`config.mk`:
```
export PLATFORM = sky130hd
export DESIGN_NAME = store_buffer
export DESIGN_NICKNAME = d
export VERILOG_FILES = /design/src/rtl/mips_mem_pkg.sv /design/src/rtl/sb_forward_match.sv /design/src/rtl/store_buffer.sv
export SDC_FILE = /design/constraint.sdc
export NUM_CORES = 1
export LEC_CHECK = 0
export ABC_AREA = 1
export BUFFER_PORTS_ARGS = -buffer_cell sky130_fd_sc_hd__buf_2
export CAP_MARGIN = 0
export CELL_PAD_IN_SITES_DETAIL_PLACEMENT = 1
export CELL_PAD_IN_SITES_GLOBAL_PLACEMENT = 1
export CORE_MARGIN = 2
export CORE_UTILIZATION = 44
export CTS_BUF_LIST = sky130_fd_sc_hd__clkbuf_8
export CTS_CLUSTER_DIAMETER = 120
export DETAILED_ROUTE_END_ITERATION = 6
export GPL_TIMING_DRIVEN = 0
export PLACE_DENSITY_LB_ADDON = 0.1
export SLEW_MARGIN = 40
export SYNTH_ARGS = -nofsm -noshare
export SYNTH_HDL_FRONTEND = slang
export SYNTH_SLANG_ARGS = --single-unit
```
`constraint.sdc`:
```
create_clock -name clk -period 15.1 [get_ports clk]
set_clock_uncertainty 0.1 [all_clocks]
set_input_delay 4.53 -clock clk [delete_from_list [all_inputs] [get_ports clk]]
set_output_delay 4.53 -clock clk [all_outputs]
set_load 0.02 [all_outputs]
```
`src/rtl/mips_mem_pkg.sv`:
```
// Shared definitions for the data-side memory path of the single-cycle MIPS core.
package mips_mem_pkg;

  localparam int SB_DEPTH = 4;
  localparam int SB_AW    = 32;
  localparam int SB_DW    = 32;

  // DataMem decodes word addresses DMEM_BASE..DMEM_LAST inclusive
  localparam int DMEM_BASE = 1000;
  localparam int DMEM_LAST = 2005;

  typedef struct packed {
    logic [SB_AW-1:0] adr;
    logic [SB_DW-1:0] data;
  } sb_entry_t;

endpackage

```
`src/rtl/sb_forward_match.sv`:
```
// Youngest-match search over the queued stores for load forwarding.
module sb_forward_match #(
  parameter int DEPTH = 4,
  parameter int AW    = 32,
  parameter int DW    = 32,
  parameter int PW    = $clog2(DEPTH)
) (
  input  logic [DEPTH-1:0][AW-1:0] adr_arr,
  input  logic [DEPTH-1:0][DW-1:0] data_arr,
  input  logic [DEPTH-1:0]         valid,
  input  logic [PW-1:0]            rd_ptr,
  input  logic [AW-1:0]            cpu_adr,
  output logic                     hit,
  output logic [DW-1:0]            data
);

  logic [PW-1:0] idx;

  // Walk oldest to youngest so the last match seen wins; valid entries are
  // contiguous from rd_ptr, so this is the entry closest to wr_ptr-1.
  always_comb begin
    hit  = 1'b0;
    data = '0;
    idx  = '0;
    for (int i = 0; i < DEPTH; i++) begin
      idx = rd_ptr + PW'(i);
      if (valid[idx] && (adr_arr[idx] == cpu_adr)) begin
        hit  = 1'b1;
        data = data_arr[idx];
      end
    end
  end

endmodule

```
`src/rtl/store_buffer.sv`:
```
// Posted-write buffer between the core data port and DataMem; drains one store
// per non-load cycle and forwards queued data to loads.
module store_buffer
  import mips_mem_pkg::*;
#(
  parameter int DEPTH = SB_DEPTH,
  parameter int AW    = SB_AW,
  parameter int DW    = SB_DW
) (
  input  logic          clk,
  input  logic          rst,
  input  logic [AW-1:0] cpu_adr,
  input  logic [DW-1:0] cpu_wdata,
  input  logic          cpu_memread,
  input  logic          cpu_memwrite,
  output logic [DW-1:0] cpu_rdata,
  output logic          stall,
  output logic [AW-1:0] mem_adr,
  output logic [DW-1:0] mem_wdata,
  output logic          mem_memread,
  output logic          mem_memwrite,
  input  logic [DW-1:0] mem_rdata,
  output logic          buf_empty
);

  localparam int         PW       = $clog2(DEPTH);
  localparam logic [PW:0] FULL_CNT = (PW+1)'(DEPTH);

  logic [DEPTH-1:0][AW-1:0] adr_q;
  logic [DEPTH-1:0][DW-1:0] data_q;
  logic [PW-1:0]            wr_ptr, rd_ptr;
  logic [PW:0]              count;

  logic             full, enq, drain, load;
  logic [DEPTH-1:0] valid;
  logic [PW-1:0]    off;
  logic             fwd_hit;
  logic [DW-1:0]    fwd_data;

  // A simultaneous read+write is treated as a store; the load half is dropped.
  assign full  = (count == FULL_CNT);
  assign load  = cpu_memread & ~cpu_memwrite & ~rst;
  assign enq   = cpu_memwrite & ~full & ~rst;
  assign drain = (count != '0) & ~cpu_memread & ~rst;

  always_comb begin
    valid = '0;
    off   = '0;
    for (int i = 0; i < DEPTH; i++) begin
      off      = PW'(i) - rd_ptr;
      valid[i] = ({1'b0, off} < count);
    end
  end

  always_ff @(posedge clk) begin
    if (rst) begin
      wr_ptr <= '0;
      rd_ptr <= '0;
      count  <= '0;
    end else begin
      if (enq)   wr_ptr <= wr_ptr + PW'(1);
      if (drain) rd_ptr <= rd_ptr + PW'(1);
      case ({enq, drain})
        2'b10:   count <= count + (PW+1)'(1);
        2'b01:   count <= count - (PW+1)'(1);
        default: count <= count;
      endcase
    end
  end

  always_ff @(posedge clk) begin
    if (enq) begin
      adr_q[wr_ptr]  <= cpu_adr;
      data_q[wr_ptr] <= cpu_wdata;
    end
  end

  sb_forward_match #(
    .DEPTH(DEPTH),
    .AW   (AW),
    .DW   (DW),
    .PW   (PW)
  ) u_fwd (
    .adr_arr (adr_q),
    .data_arr(data_q),
    .valid   (valid),
    .rd_ptr  (rd_ptr),
    .cpu_adr (cpu_adr),
    .hit     (fwd_hit),
    .data    (fwd_data)
  );

  assign mem_memwrite = drain;
  assign mem_memread  = load;
  assign mem_adr      = load ? cpu_adr : adr_q[rd_ptr];
  assign mem_wdata    = data_q[rd_ptr];
  assign stall        = cpu_memwrite & full & ~rst;
  assign buf_empty    = rst | (count == '0);
  assign cpu_rdata    = load ? (fwd_hit ? fwd_data : mem_rdata) : '0;

endmodule

```
==> key figures, run 1 <==
Run status
  • Result of the run: completed

CTS
  • Clock transition at the registers of the reported paths: 60 ps
  • Quantity of gates resized following cts: 0
  • Clock latency on the worst-skew pair: 660 ps
  • H-Tree Depth: 2
  • Post-CTS setup buffer count: 0
  • Total number of clock tree sinks: 263
  • Hold-fix buffers, CTS: 0
  • Library cell used as clock root buffer: sky130_fd_sc_hd__clkbuf_8
  • CTS max path bufs: 3
  • TritonCTS clock tree: done
  • Number of buffers created by CTS: 50

Synth
  • Synthesis warning total: 0
  • Part of the Yosys area used for sequential elements: 40.7%
  • Post-Syn Instances: 2887
  • Distinct cell type count after synthesis: 35
  • Synth Area per Inst: 6.67 µm²
  • Post-synth design cell area: 19300 µm²
  • Net count of the mapped netlist: 2997
  • Yosys reg bits: 263

Route
  • DRC violation count after routing: 0
  • Number of antenna-violating nets in the routed design: 0
  • Highest routing layer actually used: met5
  • Number of detailed-routing iterations run before antenna repair: 5
  • Met3 WL: 9160 µm
  • DR vias: 22100
  • Via/cell ratio: 5.83
  • Routed length on met1: 37000 µm
  • Final Routed Wirelength: 89300 µm
  • Starting DRC count in detailed routing: 2402
  • Amount of wire on met2 after detailed routing: 38600 µm
  • Per-cell routed wire length: 23.6 µm

Timing
  • Fin Setup TNS: 0 ps
  • Unrepaired setup endpoints after global routing: no
  • Final worst path period need: 11960 ps
  • Final critical-path setup slack: 3140 ps
  • Max-slew headroom at the worst pin: 36.6%
  • Share of the cycle needed by the critical path after routing: 79.2%
  • Max Transition Viols Final: 0
  • Peak clock frequency supported by timing: 0.0836 GHz
  • Hold Violations, Final: 0
  • Slew of the pin with the lowest slew margin: 951 ps
  • Final setup vio count: 0

Worst setup path
  • Combined buffer and inverter count along the critical path: 4
  • Category of the worst setup path capture point: output port
  • Critical path fanouts, max: 10
  • Data required time of the critical path: 10470 ps
  • WS Path Type: primary input to output port
  • Source of the worst register-to-register timing path: count[2]
  • Critical path launch point type: primary input
  • Data arrival time of the worst path: 7330 ps
  • Series of cell instances along the critical path: buf_2 > inv_1 > nand3_1 > nand2_1 > nor2_1 > nand4_1 > nor2_1 > nand3_2 > nand2_4 > nor2_8 > buf_6 > nand2_1 > nand2_1 > a21oi_1 > buf_2
  • Cell with the biggest individual delay on the critical path: sky130_fd_sc_hd__nor2_1
  • Most Frequent Cell on Critical Path: sky130_fd_sc_hd__nand2_1
  • Delay of the slowest cell on the worst path: 320 ps
  • Category of cells accounting for the largest share of critical-path delay: simple AND/OR/NAND/NOR gates
  • Critical path launch point: cpu_adr[0]

Placed design
  • Last weighted congestion value of the routability-driven placer: 0.957
  • Placement Setup Slack: 3200 ps
  • DPL Wire Length: 65300 µm
  • IO Port Bufs: 199

Worst hold path
  • Startpoint of the most critical hold path: wr_ptr[0]
  • Class of the tightest hold or removal check: flip-flop to flip-flop

Final layout
  • Multi-input gate area in the final layout: 9560 µm²
  • Net total in the final layout: 3269
  • Filler instances: 5890
  • End-of-flow core utilization: 52.2%
  • Layout cell share with drive strength beyond 1: 13.3%
  • Signed area change from the synthesized netlist to the final layout: 16.9%
  • Sequential cell area: 7830 µm²

Global route
  • Pin count of the biggest net entering global routing: 16
  • Antenna violations before repair: 7
  • Congestion Overflow GR: 0
  • GRT Total Usage: 39.3%
  • Via count of the first global-routing pass: 22500
  • Global-route wire length before repair: 132000 µm

Die
  • Number of primary I/O pins: 200
  • DIE AREA: 45500 µm²
  • Std-Cell Rows: 76
  • Initial core utilization: 44.6%
  • Die Ht: 213 µm
  • Placeable Area: 43200 µm²
  • Horiz. Die Dim: 213 µm

Power
  • Post-layout total power: 2.21 mW
  • Leakage dissipation: 10.9 nW
  • Peak supply drop: 0.0000788 V
  • Areal power density over the cells: 98.1 nW/µm²

Job
  • Count of max-cap constraint violations: 0
==> cells in the final DEF, fill, tap and decap left out, drive strengths merged <==
cell      synthesis  layout
nand2          1349    1349
nand3           318     318
o21ai           318     318
buf              98     317
inv             256     273
edfxtp          256     256
nor2            130     130
clkbuf           60     112
a21oi            42      42
clkinv            2      16
xor2             12      12
nand4             9       9
ha                9       9
o211ai            7       7
dfxtp             7       7
diode             0       6
bufinv            0       6
or2               4       4
nand3b            3       3
and2              3       3
nor3              2       2
o31ai             1       1
fa                1       1
clkinvlp          0       1
==> final cells by class <==
cell class / instances / share of cell area [%]
well taps: 585 / 3.25
diodes: 6 / 0.0667
flip-flops and latches: 263 / 34.8
clock inverters: 38 / 1.39
plain buffers: 158 / 4.15
multi-input cells: 2208 / 42.5
inverters: 258 / 4.32
repair buffers: 220 / 6.47
clock buffers: 51 / 3.12
==> metal layers <==
metal	up-vias	GRT usage, %
li1	9872	-
met5	-	0
met2	1166	60.0
met3	301	8.41
met1	10700	52.6
met4	4	20.2
==> through the flow <==
| stage | instances | hold slack, ps | cell area [µm²] |
|---|---|---|---|
| 3_3_place_gp | 3671 | 384 | 21000 |
| 6_report | 3787 | 417 | 22500 |
| 5_1_grt | 3784 | 462 | 22500 |
| 4_1_cts | 3781 | 429 | 22500 |
| 2_1_floorplan | 2887 | 363 | 19300 |
| 3_5_place_dp | 3692 | 418 | 21500 |
==> cells in the mapped netlist <==
| master | number | share of area (%) |
|---|---|---|
| sky130_fd_sc_hd__edfxtp_1 | 256 | 40 |
| sky130_fd_sc_hd__and2_0 | 1 | 0.033 |
| sky130_fd_sc_hd__and2_1 | 2 | 0.065 |
| sky130_fd_sc_hd__o21ai_0 | 283 | 7.4 |
| sky130_fd_sc_hd__clkinv_1 | 2 | 0.039 |
| sky130_fd_sc_hd__ha_1 | 9 | 0.58 |
| sky130_fd_sc_hd__buf_2 | 39 | 1.0 |
| sky130_fd_sc_hd__o31ai_1 | 1 | 0.039 |
| sky130_fd_sc_hd__nor3_1 | 2 | 0.052 |
| sky130_fd_sc_hd__inv_2 | 1 | 0.019 |
| sky130_fd_sc_hd__buf_1 | 15 | 0.29 |
| sky130_fd_sc_hd__inv_4 | 2 | 0.065 |
| sky130_fd_sc_hd__xor2_1 | 12 | 0.55 |
| sky130_fd_sc_hd__a21oi_1 | 15 | 0.39 |
| sky130_fd_sc_hd__or2_0 | 1 | 0.033 |
| sky130_fd_sc_hd__o211ai_1 | 7 | 0.27 |
| sky130_fd_sc_hd__a21oi_2 | 27 | 1.2 |
| sky130_fd_sc_hd__nand3_1 | 316 | 8.2 |
| sky130_fd_sc_hd__dfxtp_1 | 7 | 0.73 |
| sky130_fd_sc_hd__inv_1 | 253 | 4.9 |
| sky130_fd_sc_hd__clkbuf_1 | 60 | 1.2 |
| sky130_fd_sc_hd__nand2_1 | 1346 | 26 |
| sky130_fd_sc_hd__nand4_1 | 9 | 0.29 |
| sky130_fd_sc_hd__buf_4 | 13 | 0.51 |
| sky130_fd_sc_hd__or2_2 | 3 | 0.097 |
| sky130_fd_sc_hd__nor2_1 | 123 | 2.4 |
| sky130_fd_sc_hd__nor2_2 | 6 | 0.19 |
| sky130_fd_sc_hd__nand3_2 | 2 | 0.10 |
| sky130_fd_sc_hd__buf_6 | 31 | 1.8 |
| sky130_fd_sc_hd__nand3b_1 | 3 | 0.12 |
| sky130_fd_sc_hd__o21ai_1 | 35 | 0.91 |
| sky130_fd_sc_hd__nand2_4 | 1 | 0.058 |
| sky130_fd_sc_hd__nand2_2 | 2 | 0.065 |
| sky130_fd_sc_hd__fa_1 | 1 | 0.10 |
| sky130_fd_sc_hd__nor2_8 | 1 | 0.10 |
==> logic make-up after synthesis <==
kind of cell | Yosys count | share of synthesized area (%)
AOI/OAI and AO/OA | 368 | 10.2
xor gates and xnor gates | 12 | 0.546
adders and majority gates | 10 | 0.689
buffers and inverters | 416 | 9.85
DFF | 263 | 40.7
and+or+nand+nor | 1818 | 38.1
==> final timing paths <==
kind,to,slack (ps),cells past startpoint
setup / recovery,cpu_rdata[30],3140,15
hold / removal,wr_ptr[0],420,1
setup reg to reg,count[2],11970,11
hold reg to reg,wr_ptr[0],420,1
==> power by group <==
group / internal (mW) / switching [mW] / leakage [nW]
Sequential: 0.822 / 0.00913 / 2.38
Combinational: 0.165 / 0.450 / 7.92
Clock: 0.415 / 0.349 / 0.583
Total: 1.40 / 0.808 / 10.9
==> flip-flops by register name, summed over array words and instances (netlist names) <==
register	flops
rd_ptr	2
data_q	128
count	3
adr_q	128
wr_ptr	2
==> worst reg2reg max path, stage by stage (launching register included) <==
cell and delay (ps):
sky130_fd_sc_hd__dfxtp_1 460, sky130_fd_sc_hd__clkinv_1 290, sky130_fd_sc_hd__nor3_1 390, sky130_fd_sc_hd__nor3_1 130, sky130_fd_sc_hd__inv_1 360, sky130_fd_sc_hd__ha_1 230, sky130_fd_sc_hd__inv_1 80, sky130_fd_sc_hd__fa_1 410
sky130_fd_sc_hd__a21oi_1 190, sky130_fd_sc_hd__o21ai_0 150, sky130_fd_sc_hd__o21ai_0 180, sky130_fd_sc_hd__a21oi_1 50
No activity file was read; power rests on OpenSTA's default activity.
==> run 2: changes to the inputs <==
--- a/config.mk
+++ b/config.mk
@@ -5,7 +5,7 @@
 export SDC_FILE = /design/constraint.sdc
 export NUM_CORES = 1
 export LEC_CHECK = 0
-export ABC_AREA = 1
+export ABC_AREA = 0
 export BUFFER_PORTS_ARGS = -buffer_cell sky130_fd_sc_hd__buf_2
 export CAP_MARGIN = 0
 export CELL_PAD_IN_SITES_DETAIL_PLACEMENT = 1
==> constraint.sdc (replaced) <==
create_clock -name clk -period 9.8 [get_ports clk]
set_clock_uncertainty 0.1 [all_clocks]
set_input_delay 2.94 -clock clk [delete_from_list [all_inputs] [get_ports clk]]
set_output_delay 2.94 -clock clk [all_outputs]
set_load 0.02 [all_outputs]
==> run 2 against run 1 <==
Against the previous run: setup slack got worse by 2700 ps; combinational power up 27%; non-clock buffer count is 28 lower; clock power is 39% higher; power up 42%.
==> key figures, run 2 <==
Final layout
  • Signed area change from the synthesized netlist to the final layout: 15.9%
  • Commonest non-fill, non-tap cell in the layout: sky130_fd_sc_hd__edfxtp_1
  • Layout cell share with drive strength beyond 1: 34.3%
  • Leading cell types in the layout, fill and taps excluded: 256 x sky130_fd_sc_hd__edfxtp_1, 237 x sky130_fd_sc_hd__buf_2, 141 x sky130_fd_sc_hd__nor2_1
  • Net total in the final layout: 1744
  • Final cell count without fillers: 2202
  • Regs by FF count: adr_q: 128 flops, data_q: 128 flops, count: 3 flops

Worst setup path
  • Cell with the biggest individual delay on the critical path: sky130_fd_sc_hd__nor4_2
  • Data arrival time of the worst path: 6360 ps
  • Data required time of the critical path: 6760 ps
  • WS Path Type: primary input to output port
  • Category of the worst setup path capture point: output port
  • Combined buffer and inverter count along the critical path: 4
  • Category of cells accounting for the largest share of critical-path delay: simple AND/OR/NAND/NOR gates
  • Delay of the slowest cell on the worst path: 550 ps
  • Critical path fanouts, max: 10
  • Most Frequent Cell on Critical Path: sky130_fd_sc_hd__buf_2
  • Critical path launch point type: primary input
  • Series of cell instances along the critical path: buf_2 > clkbuf_1 > xnor2_1 > nand4_1 > nor4_2 > nand3_2 > nand4b_2 > buf_2 > o21ai_0 > a31oi_1 > buf_2

Synth
  • Most area-consuming cells after synthesis: sky130_fd_sc_hd__edfxtp_1 44%, sky130_fd_sc_hd__mux4_2 15%, sky130_fd_sc_hd__mux2_2 6.0%, sky130_fd_sc_hd__xnor2_1 4.8%, sky130_fd_sc_hd__mux2i_1 4.4%
  • Post-synth design cell area: 17600 µm²
  • Post-Syn Instances: 1377
  • Yosys reg bits: 263
  • Share of synthesized flip-flops with an asynchronous set or reset: 0%
  • Cell with the most instances after synthesis: sky130_fd_sc_hd__edfxtp_1
  • Number of flops mapped to enable cells by yosys: 256
  • Net count of the mapped netlist: 1487
  • Most instantiated flip-flop cell in the synthesis netlist: sky130_fd_sc_hd__edfxtp_1
  • Synth Area per Inst: 12.8 µm²
  • Top-area cell type share of the netlist area: 43.8%
  • Synthesis warning total: 0
  • Distinct cell type count after synthesis: 46
  • Part of the Yosys area used for sequential elements: 44.6%
  • Cell taking the most area after synthesis: sky130_fd_sc_hd__edfxtp_1
  • Ranking of synthesized cells by instance count: 256 x sky130_fd_sc_hd__edfxtp_1, 141 x sky130_fd_sc_hd__nor2_1, 120 x sky130_fd_sc_hd__mux4_2

CTS
  • Total number of clock tree sinks: 263
  • TritonCTS clock tree: done
  • Library cell used as clock root buffer: sky130_fd_sc_hd__clkbuf_8
  • Clock latency on the worst-skew pair: 620 ps
  • Post-CTS setup buffer count: 0
  • CTS max path bufs: 3
  • Clock transition at the registers of the reported paths: 60 ps
  • Number of buffers created by CTS: 49
  • H-Tree Depth: 2

Power
  • Areal power density over the cells: 154 nW/µm²
  • Clk pwr share: 33.9%
  • Switch Pwr: 0.976 mW
  • Internal power: 2.16 mW
  • Peak supply drop: 0.0000788 V
  • Net switching fraction of the power: 31.2%
  • Relative contribution of sequential cells to total power: 41.3%
  • Leakage dissipation: 6.71 nW
  • Share of total power in combinational logic: 24.9%

Global route
  • Met1 track utilization from global routing: 44.0%
  • Global-route wire length before repair: 93500 µm
  • Pin count of the biggest net entering global routing: 29
  • Met3 usage: 6.30%
  • Via count of the first global-routing pass: 14300
  • GRT Total Usage: 30.4%
  • Congestion Overflow GR: 0
  • Top Usage Layer GRT: met2
  • Antenna violations before repair: 6
  • M2 GR Usage: 46.6%

Timing
  • Slew of the pin with the lowest slew margin: 862 ps
  • Final worst path period need: 9400 ps
  • Max Transition Viols Final: 0
  • Hold Violations, Final: 0
  • Fin Setup TNS: 0 ps
  • Max-slew headroom at the worst pin: 42.5%
  • Peak clock frequency supported by timing: 0.106 GHz
  • Final critical-path setup slack: 399 ps
  • Final setup vio count: 0
  • Unrepaired setup endpoints after global routing: no
  • Share of the cycle needed by the critical path after routing: 95.9%
  • Hold WS: 444 ps

Die
  • Die Ht: 204 µm
  • Number of primary I/O pins: 200
  • Placeable Area: 39500 µm²
  • Std-Cell Rows: 73
  • DIE AREA: 41500 µm²
  • Initial core utilization: 44.4%
  • Horiz. Die Dim: 204 µm

Job
  • Count of max-cap constraint violations: 0

Worst hold path
  • Class of the tightest hold or removal check: flip-flop to flip-flop

Placed design
  • DPL Wire Length: 45100 µm
  • Last weighted congestion value of the routability-driven placer: 0.906
  • IO Port Bufs: 198
  • Placement Setup Slack: 533 ps
  • Placed cells: 2108

Route
  • Number of antenna-violating nets in the routed design: 0
  • Via/cell ratio: 6.31
  • Starting DRC count in detailed routing: 1270
  • Final Routed Wirelength: 63300 µm
  • DR vias: 13900
  • DRC violation count after routing: 0
  • Per-cell routed wire length: 28.8 µm
  • Number of detailed-routing iterations run before antenna repair: 6

Run status
  • Result of the run: completed
[run 2: per-layer routing]
| layer | vias up | part of all wire (%) |
|---|---|---|
| met4 | 8 | 2.3 |
| li1 | 5894 | - |
| met2 | 626 | 46 |
| met1 | 7244 | 43 |
| met5 | - | 0.098 |
| met3 | 113 | 8.6 |
[run 2: worst register-to-register path, stage by stage (launching register included)]
cell and delay, ps:
sky130_fd_sc_hd__dfxtp_1 310, sky130_fd_sc_hd__buf_2 160, sky130_fd_sc_hd__buf_6 180, sky130_fd_sc_hd__buf_2 270, sky130_fd_sc_hd__inv_1 230, sky130_fd_sc_hd__clkbuf_1 500, sky130_fd_sc_hd__clkbuf_1 470, sky130_fd_sc_hd__clkbuf_1 550
sky130_fd_sc_hd__xnor2_1 190, sky130_fd_sc_hd__nor2_1 70
[run 2: cell families after synthesis]
family / count (synthesis) / synth area share [%]
flip-flops: 263 / 44.6
AND/OR/NAND/NOR: 279 / 8.14
buffers and inverters: 153 / 4.55
AO/OA/AOI/OAI: 244 / 9.30
XOR/XNOR: 135 / 6.73
multiplexers: 293 / 25.9
adder cells (fa/ha/maj): 10 / 0.755
[run 2: power groups by stage]
stage	combinational, mW	clock [mW]	sequential [mW]
finish	0.779	1.06	1.29
global route	0.821	1.12	1.30
CTS	0.775	1.08	1.29
detailed placement	0.770	0	1.32
global placement	0.752	0	1.32
floorplan	0.518	0	1.31
[run 2: path summary, 6_finish.rpt]
path	start	end	slack, ps	cells past startpoint
max	cpu_adr[20]	cpu_rdata[4]	400	11
min	count[1]	count[1]	440	2
max reg2reg	rd_ptr[1]	rd_ptr[1]	6640	9
min reg2reg	count[1]	count[1]	440	2
[run 2: timing repair]
item                       CTS  global route
pin swaps                    0             0
hold buffers                 0             0
setup endpoints to repair   21            26
gates resized for setup      1             3
[run 2: final cells by class]
cell class | instances | area [µm²]
Fill cell | 4159 | 19200
Multi-Input combinational cell | 961 | 8950
Sequential cell | 263 | 7830
Timing Repair Buffer | 206 | 1160
Buffer | 144 | 772
Clock buffer | 51 | 702
Tap cell | 525 | 657
Clock inverter | 41 | 254
Inverter | 9 | 33.8
Antenna cell | 2 | 5.00
[run 2: through the flow]
stage | power, mW | util, % | cell area (µm²)
after floorplan | 1.83 | - | 17600
after global routing | 3.24 | 51.5 | 20400
after detailed placement | 2.09 | 49.0 | 19400
after CTS | 3.15 | 51.5 | 20300
final | 3.13 | 51.5 | 20400
after global placement | 2.07 | 48.6 | 19200
